===== src/rtl/mux_sel_skid.sv =====
// mux_sel_skid: clamped channel select feeding a two-entry skid buffer (output + skid register).
module mux_sel_skid #(
  parameter int DATA_WIDTH = 32,
  parameter int NUM_IN = 3,
  parameter int SEL_WIDTH = 2
) (
  input  logic                         clk,
  input  logic                         reset,
  input  logic [NUM_IN*DATA_WIDTH-1:0] in_data,
  input  logic [SEL_WIDTH-1:0]         sel,
  input  logic                         in_valid,
  output logic                         in_ready,
  input  logic                         flush,
  output logic [DATA_WIDTH-1:0]        out_data,
  output logic [SEL_WIDTH-1:0]         out_sel,
  output logic                         out_valid,
  input  logic                         out_ready,
  output logic [1:0]                   count
);
  typedef enum logic [1:0] {EMPTY = 2'd0, ONE = 2'd1, FULL = 2'd2} state_t;
  localparam logic [SEL_WIDTH-1:0] MAX_SEL = SEL_WIDTH'(NUM_IN - 1);
  state_t state, state_n;
  logic [DATA_WIDTH-1:0] oreg, sreg, sel_d;
  logic [SEL_WIDTH-1:0] osel, ssel, sel_c;
  logic acc, xfer, load_o, load_s, o_from_s;
  assign sel_c = (sel > MAX_SEL) ? MAX_SEL : sel;
  always_comb begin
    sel_d = '0;
    for (int i = 0; i < NUM_IN; i++)
      if (sel_c == SEL_WIDTH'(i)) sel_d = in_data[i*DATA_WIDTH +: DATA_WIDTH];
  end
  assign in_ready  = (state != FULL) && !flush && !reset;
  assign out_valid = state != EMPTY;
  assign out_data  = oreg;
  assign out_sel   = osel;
  assign count     = state;
  assign acc       = in_valid && in_ready;
  assign xfer      = out_valid && out_ready;
  always_comb begin
    state_n  = state;
    load_o   = 1'b0;
    load_s   = 1'b0;
    o_from_s = 1'b0;
    if (flush) state_n = EMPTY;
    else
      case (state)
        EMPTY: begin
          load_o  = acc;
          state_n = acc ? ONE : EMPTY;
        end
        ONE: begin
          load_o  = acc && xfer;
          load_s  = acc && !xfer;
          state_n = (acc && !xfer) ? FULL : (!acc && xfer) ? EMPTY : ONE;
        end
        FULL: begin
          o_from_s = xfer;
          state_n  = xfer ? ONE : FULL;
        end
        default: state_n = EMPTY;
      endcase
  end
  always_ff @(posedge clk) begin
    if (reset) begin
      state <= EMPTY;
      oreg  <= '0;
      osel  <= '0;
      sreg  <= '0;
      ssel  <= '0;
    end else begin
      state <= state_n;
      if (load_o) begin
        oreg <= sel_d;
        osel <= sel_c;
      end else if (o_from_s) begin
        oreg <= sreg;
        osel <= ssel;
      end
      if (load_s) begin
        sreg <= sel_d;
        ssel <= sel_c;
      end
    end
  end
endmodule


===== config.mk =====
export PLATFORM = sky130hd
export DESIGN_NAME = mux_sel_skid
export DESIGN_NICKNAME = d
export VERILOG_FILES = /design/src/rtl/mux_sel_skid.sv
export SDC_FILE = /design/constraint.sdc
export NUM_CORES = 1
export LEC_CHECK = 0
export CAP_MARGIN = 20
export CORE_UTILIZATION = 47
export CTS_BUF_LIST = sky130_fd_sc_hd__clkbuf_16
export CTS_CLUSTER_DIAMETER = 120
export DETAILED_ROUTE_END_ITERATION = 8
export HOLD_SLACK_MARGIN = 0.1
export PLACE_DENSITY_LB_ADDON = 0.1
export SLEW_MARGIN = 20
export SYNTH_ARGS = -nofsm -noshare
export SYNTH_HDL_FRONTEND = slang
export SYNTH_SLANG_ARGS = --single-unit

===== constraint.sdc =====
create_clock -name clk -period 5.8 [get_ports clk]
set_input_delay 1.16 -clock clk [delete_from_list [all_inputs] [get_ports clk]]
set_output_delay 1.16 -clock clk [all_outputs]
set_load 0.02 [all_outputs]

==> flow_summary.yaml <==
outcome:
  outcome: "finished, final reports clean"
synth:
  synthXorXnorAreaFrac_pct: 0
  top_cells_by_area_synth: "sky130_fd_sc_hd__dfxtp_1 39%, sky130_fd_sc_hd__mux2i_1 19%, sky130_fd_sc_hd__nand2_1 11%"
  synthArstFlopShare_pct: 0
  ys_seq_area_share_pct: 39.2
  total_standard_cell_area_after_synthesis_um2: 3570
  synth_simple_gate_area_share_pct: 17.1
  largest_family_of_logic_cells_by_synthesized_area: "multiplexers"
  synth_mux_area_share_pct: 18.8
  synth-warning-count: 0
  avg_inst_size_synth_um2: 8.29
  syn-instance-count: 431
  synth-edff-count: 0
  postSynth.topFlopCell: "sky130_fd_sc_hd__dfxtp_1"
  synthDominantCellAreaShare_pct: 39.2
  ys_types: 28
  synth_adder_area_share_pct: 0.701
  ys_ff_latch: 70
  synthesized_area_fraction_occupied_by_ao_oa_aoi_and_oai_cells_pct: 17.8
  synth.net_count: 536
  synth_area_leader_cell: "sky130_fd_sc_hd__dfxtp_1"
drt:
  route.antenna.remaining_nets: 0
  detail_route.iter0.violations: 173
  firstDrtPassIters: 4
  post_route_drc_violation_count: 0
  dr_total_vias: 3409
  drt-wirelength-per-cell_um: 13.9
  vias_per_cell: 5.21
  postRouteWirelength_um: 9090
floorplan:
  core_area_um2: 7290
  floorplan.rows: 31
  floorplan_die_width_um: 89.2
  die_height_um: 89.2
  start_util_pct: 49.0
  design.die.area_um2: 7950
  num_io_pins: 141
cells_and_area:
  diodes: 0
  multiInputGateArea_um2: 1970
  area.growth.synth_to_final_pct: 48.0
  regArea_um2: 1400
  fill_cells: 589
  drive_above_1_share_pct: 6.31
  num-nets-final: 655
placed_design:
  hpwl_after_detailed_placement_um: 6040
  gp_congestion: 0.740
  io_buffers: 140
global_routing:
  first_global_vias: 3316
  antenna_found_initial: 0
  grt-ovfl-total: 0
  wire_length_of_the_first_global_routing_pass_um: 14500
  grt_use_total_pct: 23.3
  grt_start_max_net_pins: 72
clocking:
  cts_made_buffers: 9
  htreeDepth: 3
  cts-root-to-sink-buffers: 2
  clk_pin_slew_worst_paths_ns: 0.06
  ctsRootBufferMaster: "sky130_fd_sc_hd__clkbuf_16"
  insertion_delay_ns: 0.32
  ctsHoldBuffers: 0
  cts_sinks: 70
  post_cts.repair.setup_buffers: 0
  cts_resized: 0
  cts_tree: "built"
sta:
  period_minus_slack_ns: 3.86
  fmax_mhz: 259
  rsz0062_at_grt: "false"
  skew_ns: 0.00592
  final_hold_viol_count: 0
  timing_worst_slew_pin_value_ns: 1.01
  min_period_over_period_pct: 66.5
  report.final.setup_viol: 0
  timing.max_slew.rel_slack_pct: 32.8
  final.setup.tns_ns: 0
  hold_ws_ns: 0.454
  timing.final.max_slew_violations: 0
power:
  switching_share_pct: 21.3
  clock_power_share_pct: 48.2
  ir_worst_vdd_uv: 205
  seqPwrFrac_pct: 37.0
  power.switching_w: 0.000289
  power_density_nw_per_um2: 257
  intPower_w: 0.00107
  leakage_nw: 1.89
  pwr-share-comb_pct: 14.8
worst_setup_path:
  worstSetupPathType: "input pin to primary output"
  worst_ep_required_time_ns: 4.64
  crit_path_start_kind: "input pin"
  worst-endpoint-arrival_ns: 2.70
  setup.worst_path.end_class: "primary output"
  crit_fanout: 6
job:
  drv_cap: 0
min_path:
  timing.hold.worst.class: "flip-flop to flip-flop"
[critical path, cell delays in order]
cell                              delay, ns
sky130_fd_sc_hd__clkdlybuf4s50_1       0.57
sky130_fd_sc_hd__nor3b_1               0.31
sky130_fd_sc_hd__clkdlybuf4s50_1       0.65
[through the flow]
step / power [W] / instance area [µm²] / setup WS [ns] / utilization [%] / std cells
floorplan: 0.000605 / 3570 / 2.67 / - / 431
finish: 0.00136 / 5290 / 1.94 / 72.5 / 654
global placement: 0.000710 / 4920 / 1.93 / 67.5 / 638
global route: 0.00141 / 5290 / 1.86 / 72.5 / 654
detailed placement: 0.000714 / 4920 / 1.80 / 67.5 / 638
CTS: 0.00137 / 5290 / 1.92 / 72.5 / 654
[cell usage after synthesis, drive strengths merged, types with 2 or more instances]
| cell | number |
|---|---|
| dfxtp | 70 |
| and2 | 2 |
| inv | 2 |
| mux2i | 67 |
| nor2 | 36 |
| nor3b | 3 |
| a211oi | 34 |
| clkbuf | 20 |
| ha | 2 |
| nand2 | 102 |
| nor3 | 3 |
| a21oi | 34 |
| o21ai | 33 |
| buf | 17 |
[logic make-up (layout without fill, tap and decap cells)]
group                      count (synthesis)  after routing
muxes                                     67             67
AOI/OAI and AO/OA                        103            103
buffers and inverters                     39            163
and+or+nand+nor                          150            150
adders and majority gates                  2              2
DFF                                       70             70
[metal layers]
metal | up-vias | part of all wire (%) | global-route usage, %
li1 | 1724 | - | -
met1 | 1577 | 42 | 25.9
met2 | 100 | 51 | 43.8
met3 | 8 | 5.8 | 4.43
met4 | 0 | 1.1 | 8.80
met5 | - | 0 | 0
[power groups by stage]
stage / sequential (W) / combinational [W] / clock (W)
finish: 0.000503 / 0.000201 / 0.000655
global route: 0.000504 / 0.000217 / 0.000688
CTS: 0.000503 / 0.000202 / 0.000666
detailed placement: 0.000513 / 0.000201 / 0
global placement: 0.000513 / 0.000197 / 0
floorplan: 0.000527 / 0.0000777 / 0
[path summary, 6_finish.rpt]
kind             from      endpoint  slack (ns)  cells past startpoint
max             flush      in_ready        1.94                      3
min          sreg[26]      sreg[26]        0.45                      2
max reg2reg  count[1]  out_data[31]        2.98                      9
min reg2reg  sreg[26]      sreg[26]        0.45                      2
[flip-flops by register name, summed over array words and instances, names as in the netlist]
name	count
ssel	2
sreg	32
out_sel	2
out_data	32
count	2
[cells in the final DEF, fill, tap and decap left out, drive strengths merged]
| cell type | Yosys | layout |
|---|---|---|
| inv | 2 | 3 |
| clkdlybuf4s50 | 0 | 137 |
| clkbuf | 20 | 9 |
| a211oi | 34 | 34 |
| nor2 | 36 | 36 |
| bufinv | 0 | 4 |
| buf | 17 | 8 |
| and2 | 2 | 2 |
| dfxtp | 70 | 70 |
| mux2i | 67 | 67 |
| nor3 | 3 | 3 |
| nand3 | 1 | 1 |
| a31oi | 1 | 1 |
| a21oi | 34 | 34 |
| nor3b | 3 | 3 |
| ha | 2 | 2 |
| nor2b | 1 | 1 |
| nand2 | 102 | 102 |
| o21ai | 33 | 33 |
| nand2b | 1 | 1 |
| o22a | 1 | 1 |
| or2 | 1 | 1 |
| clkinv | 0 | 2 |
[area by class of cell]
| type | count | area share, % |
|---|---|---|
| Multi-Input combinational cell | 322 | 37.2 |
| Timing Repair Buffer | 145 | 26.9 |
| Sequential cell | 70 | 26.5 |
| Clock buffer | 9 | 4.26 |
| Clock inverter | 7 | 2.60 |
| Tap cell | 99 | 2.34 |
| Inverter | 2 | 0.142 |
Power figures use the tool's default switching activity.
